### src/rtl/fetch_pkg.sv
// fetch_pkg: shared FSM state codes and constants for the instruction-fetch stage
package fetch_pkg;
  typedef logic [1:0] fetchState_t;
  localparam fetchState_t IDLE  = 2'd0;
  localparam fetchState_t FETCH = 2'd1;
  localparam fetchState_t HOLD  = 2'd2;
  localparam fetchState_t DROP  = 2'd3;
  localparam logic [31:0] NOP_INST = 32'h0000_0000;
  localparam logic [31:0] PC_INC = 32'd4;
endpackage

### src/rtl/fetch_stage_if.sv
// fetch_stage_if: request/acknowledge instruction-memory port (master = fetch stage, slave = memory)
interface fetch_stage_if #(parameter int INST_W = 32);
  logic req;
  logic [31:0] addr;
  logic ack;
  logic [INST_W-1:0] data;
  modport master(output req, addr, input ack, data);
  modport slave(input req, addr, output ack, data);
endinterface

### src/rtl/fetch_perf_cnt.sv
// fetch_perf_cnt: saturating fetch/bubble counters, present only when FETCH_PERF_CNT_EN is defined
`ifdef FETCH_PERF_CNT_EN
module fetch_perf_cnt (
  input  logic        clk_i,
  input  logic        rst_i,
  input  logic        incFetch,
  input  logic        incBubble,
  output logic [31:0] Perf_Fetch_o,
  output logic [31:0] Perf_Bubble_o
);
  // count each event, sticking at all-ones instead of wrapping
  always_ff @(posedge clk_i or posedge rst_i) begin
    if (rst_i) begin
      Perf_Fetch_o <= '0;
      Perf_Bubble_o <= '0;
    end else begin
      if (incFetch && !(&Perf_Fetch_o)) Perf_Fetch_o <= Perf_Fetch_o + 32'd1;
      if (incBubble && !(&Perf_Bubble_o)) Perf_Bubble_o <= Perf_Bubble_o + 32'd1;
    end
  end
endmodule
`endif

### src/rtl/fetch_stage.sv
// fetch_stage: PC register, imem request/ack port and IF/ID register; FETCH_PERF_CNT_EN adds perf counters
module fetch_stage
  import fetch_pkg::*;
#(
  parameter logic [31:0] RESET_PC = 32'h0000_0000,
  parameter int INST_W = 32
) (
  input  logic              clk_i,
  input  logic              rst_i,
  input  logic              start_i,
  input  logic              PC_Stall_i,
  input  logic              IF_ID_Stall_i,
  input  logic              Flush_i,
  input  logic [31:0]       Branch_Target_i,
  fetch_stage_if.master     imem,
  output logic [INST_W-1:0] IF_ID_Inst_o,
  output logic [31:0]       IF_ID_PC_o,
  output logic              IF_ID_Valid_o
`ifdef FETCH_PERF_CNT_EN
  ,
  output logic [31:0]       Perf_Fetch_o,
  output logic [31:0]       Perf_Bubble_o
`endif
);
  fetchState_t state, stateD;
  logic [31:0] pcQ, pcD, dropAddrQ, dropAddrD, ifIdPcD;
  logic [INST_W-1:0] holdBuf, holdBufD, ifIdInstD;
  logic ifIdWr, ifIdValidD, stall, ack;

  assign stall = PC_Stall_i | IF_ID_Stall_i;
  assign imem.req = (state == FETCH) || (state == DROP);
  assign imem.addr = (state == DROP) ? dropAddrQ : pcQ;
  assign ack = imem.ack & imem.req;

  // next-state and IF/ID write decision; flush beats stall beats advance
  always_comb begin
    stateD = state;
    pcD = pcQ;
    dropAddrD = dropAddrQ;
    holdBufD = holdBuf;
    ifIdWr = 1'b0;
    ifIdValidD = 1'b0;
    ifIdInstD = INST_W'(NOP_INST);
    ifIdPcD = IF_ID_PC_o;
    case (state)
      IDLE: stateD = start_i ? FETCH : IDLE;
      FETCH: begin
        if (Flush_i) begin
          pcD = Branch_Target_i;
          dropAddrD = pcQ;
          ifIdWr = 1'b1;
          stateD = ack ? FETCH : DROP;
        end else if (ack && !stall) begin
          ifIdWr = 1'b1;
          ifIdValidD = 1'b1;
          ifIdInstD = imem.data;
          ifIdPcD = pcQ;
          pcD = pcQ + PC_INC;
        end else if (ack) begin
          holdBufD = imem.data;
          stateD = HOLD;
        end else begin
          ifIdWr = !stall;
        end
      end
      HOLD: begin
        if (Flush_i) begin
          pcD = Branch_Target_i;
          holdBufD = INST_W'(NOP_INST);
          ifIdWr = 1'b1;
          stateD = FETCH;
        end else if (!stall) begin
          ifIdWr = 1'b1;
          ifIdValidD = 1'b1;
          ifIdInstD = holdBuf;
          ifIdPcD = pcQ;
          pcD = pcQ + PC_INC;
          stateD = FETCH;
        end
      end
      default: begin
        pcD = Flush_i ? Branch_Target_i : pcQ;
        stateD = ack ? FETCH : DROP;
        ifIdWr = Flush_i | !stall;
      end
    endcase
  end

  // register FSM, PC, buffers and the IF/ID pipeline register
  always_ff @(posedge clk_i or posedge rst_i) begin
    if (rst_i) begin
      state <= IDLE;
      pcQ <= RESET_PC;
      dropAddrQ <= RESET_PC;
      holdBuf <= INST_W'(NOP_INST);
      IF_ID_Inst_o <= INST_W'(NOP_INST);
      IF_ID_PC_o <= '0;
      IF_ID_Valid_o <= 1'b0;
    end else begin
      state <= stateD;
      pcQ <= pcD;
      dropAddrQ <= dropAddrD;
      holdBuf <= holdBufD;
      if (ifIdWr) begin
        IF_ID_Inst_o <= ifIdInstD;
        IF_ID_PC_o <= ifIdPcD;
        IF_ID_Valid_o <= ifIdValidD;
      end
    end
  end

`ifdef FETCH_PERF_CNT_EN
  fetch_perf_cnt uPerf (
    .clk_i(clk_i),
    .rst_i(rst_i),
    .incFetch(ifIdWr & ifIdValidD),
    .incBubble(ifIdWr & !ifIdValidD),
    .Perf_Fetch_o(Perf_Fetch_o),
    .Perf_Bubble_o(Perf_Bubble_o)
  );
`endif
endmodule

### src/flat_wrapper.sv
// flat-port wrapper written by rule: the top's interface ports become plain ports
module fetch_stage_flat import fetch_pkg::*;
#(
  parameter logic [31:0] RESET_PC = 32'h0000_0000,
  parameter int INST_W = 32
)
  (clk_i, rst_i, start_i, PC_Stall_i, IF_ID_Stall_i, Flush_i, Branch_Target_i, IF_ID_Inst_o, IF_ID_PC_o, IF_ID_Valid_o, imem_req, imem_addr, imem_ack, imem_data);
  fetch_stage_if #(.INST_W(INST_W)) imem_i ();
  input  logic clk_i;
  input  logic rst_i;
  input  logic start_i;
  input  logic PC_Stall_i;
  input  logic IF_ID_Stall_i;
  input  logic Flush_i;
  input  logic [31:0] Branch_Target_i;
  output logic [INST_W-1:0] IF_ID_Inst_o;
  output logic [31:0] IF_ID_PC_o;
  output logic IF_ID_Valid_o;
  output wire logic [$bits(imem_i.req)-1:0] imem_req;
  output wire logic [$bits(imem_i.addr)-1:0] imem_addr;
  input wire logic [$bits(imem_i.ack)-1:0] imem_ack;
  input wire logic [$bits(imem_i.data)-1:0] imem_data;
  assign imem_req = imem_i.req;
  assign imem_addr = imem_i.addr;
  assign imem_i.ack = imem_ack;
  assign imem_i.data = imem_data;
  fetch_stage #(.RESET_PC(RESET_PC), .INST_W(INST_W)) u_core (.clk_i(clk_i), .rst_i(rst_i), .start_i(start_i), .PC_Stall_i(PC_Stall_i), .IF_ID_Stall_i(IF_ID_Stall_i), .Flush_i(Flush_i), .Branch_Target_i(Branch_Target_i), .imem(imem_i), .IF_ID_Inst_o(IF_ID_Inst_o), .IF_ID_PC_o(IF_ID_PC_o), .IF_ID_Valid_o(IF_ID_Valid_o));
endmodule
### config.mk
export PLATFORM = sky130hd
export DESIGN_NAME = fetch_stage_flat
export DESIGN_NICKNAME = d
export VERILOG_FILES = /design/src/rtl/fetch_pkg.sv /design/src/rtl/fetch_stage_if.sv /design/src/rtl/fetch_perf_cnt.sv /design/src/rtl/fetch_stage.sv /design/src/flat_wrapper.sv
export SDC_FILE = /design/constraint.sdc
export NUM_CORES = 1
export LEC_CHECK = 0
export ABC_CLOCK_PERIOD_IN_PS = 5500
export CORE_MARGIN = 2
export CORE_UTILIZATION = 46
export CTS_CLUSTER_DIAMETER = 60
export DETAILED_ROUTE_END_ITERATION = 16
export HOLD_SLACK_MARGIN = 0.03
export PLACE_DENSITY_LB_ADDON = 0.1
export RECOVER_POWER = 50
export SYNTH_ARGS = -nofsm -noshare
export SYNTH_HDL_FRONTEND = slang
export SYNTH_SLANG_ARGS = --single-unit
### constraint.sdc
create_clock -name clk_i -period 5.5 [get_ports clk_i]
set_clock_uncertainty 0.05 [all_clocks]
set_input_delay 1.1 -clock clk_i [delete_from_list [all_inputs] [get_ports clk_i]]
set_output_delay 1.1 -clock clk_i [all_outputs]
set_load 0.02 [all_outputs]
After elaboration in Yosys (flattened, before gate mapping)
Cells that the tools add are included.

Register bits: 163. Bits of input ports: 71. Logic and storage cells: 77.

Add/subtract/negate cells: 1. Eq/ne operators: 14. Mux-type cells: 40. Bitwise gates (word level): 4. Reductions and logical operators: 11.

Operators by type and width (number): 2-to-1 mux 32 bit (18); one-hot mux 32 bit (2 select lines) (3); one-hot mux 32 bit (3 select lines) (1); adder 32 x 3 -> 32 bit, second input constant (1); 2-to-1 mux 2 bit (6); != test 2 bit, second input constant (6); 2-to-1 mux 1 bit (9); != test 3 bit, second input constant (3); one-hot mux 2 bit (3 select lines) (1); AND reduction 6 bit (1); AND reduction 5 bit (1); == test 2 bit, second input constant (2); AND reduction 4 bit (1); != test 3 x 2 -> 1 bit, second input constant (1); one-hot mux 1 bit (3 select lines) (1); AND reduction 3 bit (1); nonzero test 3 bit (1); == test 2 x 1 -> 1 bit, second input constant (1); logical NOT 2 bit (1); != test 2 x 1 -> 1 bit, second input constant (1); bitwise OR 1 bit (2); one-hot mux 1 bit (2 select lines) (1); AND reduction 2 bit (1); nonzero test 2 bit (1); other kinds (5) (5).

Depth between registers and ports, before layout
Word-level depth: 8. Gate-level depth with buffers: 10.

Least setup slack after synthesis
Ideal clock, no wire load.

Kind: input to register. Start point: input Flush_i. End point: register u_core.IF_ID_PC_o[13]. Arrival: 2.519 ns. Required time: 5.322 ns. Path slack: 2.804 ns. Stages: 8. Buffers on the path: 3. Path through: buf_2 -> o21ba_2 -> nor2_1 -> nand2_1 -> or2_2 -> clkbuf_1 -> buf_2 -> mux2_1.

Word-level cells in the longest chain between the ends: 3. Elaborated cells on any way between the ends: 7. Those cells by class: eq/ne: 2; mux: 3; bitwise: 1; reduce/logical: 1.

Ends and longest elaborated chain: from (decl) (line flat_wrapper.sv:14) `input logic Flush_i;`; bitwise OR 1 bit, or another cell as far along (line fetch_stage.sv:84) `ifIdWr = Flush_i | !stall;`; one-hot mux 1 bit (3 select lines) (line fetch_stage.sv:45) `case (state)`; AND reduction 6 bit (no line) *; to (signal assigned) (line fetch_stage.sv:106) `IF_ID_PC_o <= ifIdPcD;`; to (decl) (line fetch_stage.sv:17) `output logic [31:0] IF_ID_PC_o,`.

Every way passes the cells marked *; elsewhere a longest branch is shown, timed or not. A chain may end at the register's enable or synchronous reset.

Final worst setup path
Start point: register u_core.state[1]. End point: output imem_addr[23].

Word-level cells in the longest chain between the ends: 2.

Ends and longest elaborated chain: from (decl) (line fetch_stage.sv:25) `fetchState_t state, stateD;`; from (signal assigned) (line fetch_stage.sv:100) `state <= stateD;`; == test 2 bit (line fetch_stage.sv:32) `assign imem.addr = (state == DROP) ? dropAddrQ : pcQ;`; 2-to-1 mux 32 bit (line fetch_stage.sv:32); to (decl) (line flat_wrapper.sv:20) `output wire logic [$bits(imem_i.addr)-1:0] imem_addr;`.

No other way between the ends.

==> flow_summary.yaml <==
setup_path:
  critPathTopFamily: "adder cells"
  cpPeakStageDelay_ns: 0.85
  arrival_ns: 2.67
  end_kind: "output pin"
  critPathLaunchType: "flip-flop"
  cp_num_buf_inv: 1
  cp_slowest_cell: "ha_2"
  rrSetupSlack_ns: 2.58
  worstPathRequired_ns: 4.35
  crit_chain: "ha_2 -> nand2_1 -> o21ai_0 -> clkdlybuf4s50_1"
  crit_type: "reg2out"
  path_max_fanout: 40
status:
  status: "complete, but fails checks"
  violations: "max-capacitance violations, max-slew violations"
drt:
  ant_nets: 0
  drc: 0
  num_vias: 6344
  wl_per_cell_um: 17.8
  drt_iter0_markers: 574
  vias_per_cell: 5.68
  drt_pre_antenna_iters: 6
  drt-total-wl_mm: 19.9
synth:
  ys_top_cells_by_area: "dfrtp_1 (52%), mux2_2 (13%), o21ai_0 (6.0%), nand2_1 (5.0%), a22oi_1 (3.5%)"
  ys.flop_type: "dfrtp_1"
  synth_commonest_cells: "dfrtp_1 (163), nand2_1 (104), o21ai_0 (94), mux2_2 (87), clkbuf_1 (46)"
  synth_edf_count: 0
  synth_area_sq_mm: 0.00780
  synth_fp_nets: 827
  yosys_warnings: 0
  synth_area_leader_cell: "dfrtp_1"
  ys_async_sr_fraction: 1.00
  syn_area_per_cell_sq_um: 10.4
  synth_seq_cells: 163
  ys_seq_area_frac: 0.523
  synth.most_common_cell: "dfrtp_1"
  synthCells: 751
  synth_top_area_share: 0.523
  yosysUniqueCellTypes: 48
floorplanning:
  core_area_sq_mm: 0.0166
  ios: 169
  die_width_um: 134
  fp.dieH_um: 134
  die_area_sq_mm: 0.0180
  rows: 47
  initial_utilization: 0.470
clocking:
  htree_levels: 4
  cts_inserted_buffers: 17
  cts.sinks: 163
  root_buffer: "clkbuf_16"
  hold_buffers: 0
  clockBufferDepth: 2
  postCtsResizedCells: 0
  cts_tree: "done"
  clk_pin_slew_ns: 0.06
  clock_latency_ns: 0.42
  post_cts_buffers: 0
cells_and_area:
  drive_above_1_share: 0.153
  area_growth_syn_to_layout_pct: 30.3
  final-instance-count-excl-fill: 1117
  num_antenna_cells: 0
  fin_area_sq_mm: 0.0102
  num-nets-final: 963
placement:
  gp_congestion: 0.825
  dp_cells: 1088
  hpwl_mm: 13.0
  portBuffers: 168
  dpl_cell_area_sq_mm: 0.00960
global_routing:
  grt_pass1_vias: 6227
  grtUsageTotal: 0.228
  grt_overflow: 0
  antenna_found_initial: 1
  grt_max_degree: 164
  grt_pass1_wl_mm: 32.8
pwr:
  leakagePower_nw: 4.22
  peakVddDrop_v: 0.000335
  power-per-cell-area_mw_per_mm2: 585
  clkPwrFrac: 0.198
  p_sw_mw: 2.29
  cellInternalPower_mw: 3.66
  switching_share: 0.385
  combPwrFrac: 0.453
  p_seq_frac: 0.349
sta:
  timing.fmax_ghz: 0.262
  min_period_ns: 3.82
  fin_setup_tns_ns: 0
  hold_viol: 0
  tightestPinTransition_ns: 2.22
  slew_viol_final: 164
  rsz0062_at_grt: "no"
  slew-limit-headroom: -0.478
  fin_crit_sh: 0.695
  whs_ns: 0.422
  setup-violations-final: 0
run:
  drv_cap: 1
min_path:
  hold_class: "reg2reg"
==> cells in the final DEF (no fill, tap or decap), types with 3 or more instances in the layout <==
cell type	count
a211oi_1	5
a21o_1	3
a21oi_1	28
a22oi_1	36
a2bb2oi_1	6
a311oi_1	4
a31oi_1	5
and2_1	4
and3_1	7
and4_1	4
buf_4	7
bufinv_16	3
clkbuf_16	17
clkdlybuf4s50_1	119
clkinv_2	3
clkinvlp_4	3
dfrtp_1	163
dlygate4sd3_1	49
ha_1	4
inv_1	8
mux2_2	87
nand2_1	104
nand2b_1	35
nand3_1	17
nand4_1	9
nor2_1	17
nor3_1	6
nor4_1	4
o21ai_0	94
o22ai_1	11
or2_2	4
or3_1	3
==> state kept, by name, summed over array words and instances, names as in the netlist <==
name                  flops
u_core.IF_ID_Inst_o      32
u_core.IF_ID_PC_o        32
u_core.dropAddrQ         32
u_core.holdBuf           32
u_core.pcQ               32
u_core.state              2
u_core.IF_ID_Valid_o      1
==> cell type report <==
cell class,count,area (sq um)
Clock buffer,19,433
Clock inverter,10,138
Fill cell,1354,6420
Inverter,9,37.5
Multi-Input combinational cell,520,3460
Sequential cell,163,4080
Tap cell,220,275
Timing Repair Buffer,176,1740
==> worst min-delay path, cell delays in order (launching register included) <==
cell and delay, ns:
dfrtp_1 0.33, nand2_1 0.05, o21ai_0 0.06
==> cells by family after synthesis <==
logic type / Yosys count / synth area share
fa+ha+maj: 5 / 0.00802
compound gates: 206 / 0.161
flops: 163 / 0.523
mux: 89 / 0.128
simple gates: 220 / 0.141
buf+inv: 68 / 0.0383
==> routing by layer <==
metal / part of all wire / wire, um / track usage / vias to the layer above
met5: 0 / 0 / 0 / -
met4: 0.013 / 266 / 0.0673 / 0
met3: 0.059 / 1180 / 0.0510 / 24
met2: 0.49 / 9850 / 0.371 / 236
met1: 0.43 / 8630 / 0.308 / 3124
li1: - / - / - / 2960
==> final timing paths <==
kind | startpoint | to | cells past startpoint
hold / removal | u_core.IF_ID_Inst_o[26]$_DFFE_PP0N_ | u_core.IF_ID_Inst_o[26]$_DFFE_PP0N_ | 2
setup / recovery | u_core.state[1]$_DFFE_PP0P_ | imem_addr[23] | 4
setup reg to reg | u_core.state[0]$_DFFE_PP0P_ | u_core.pcQ[30]$_DFFE_PP0P_ | 8
hold reg to reg | u_core.IF_ID_Inst_o[26]$_DFFE_PP0N_ | u_core.IF_ID_Inst_o[26]$_DFFE_PP0N_ | 2
max in group asynchronous | rst_i | u_core.pcQ[21]$_DFFE_PP0P_ | 3
min in group asynchronous | rst_i | u_core.holdBuf[25]$_DFFE_PP0P_ | 3
==> stage by stage <==
step,setup slack (ns),utilization,power (mW)
after global routing,1.53,0.613,6.32
after detailed placement,1.74,0.579,4.83
after global placement,1.77,0.579,4.74
final,1.68,0.613,5.94
after CTS,1.64,0.613,6.03
after floorplan,2.28,-,3.79
==> power groups by stage <==
stage	logic [mW]	registers [mW]	clock network, mW
detailed placement	2.73	2.10	0
global placement	2.67	2.07	0
global route	2.91	2.16	1.25
CTS	2.75	2.08	1.20
finish	2.69	2.08	1.18
floorplan	1.67	2.12	0
(Power assumes the default switching activity.)
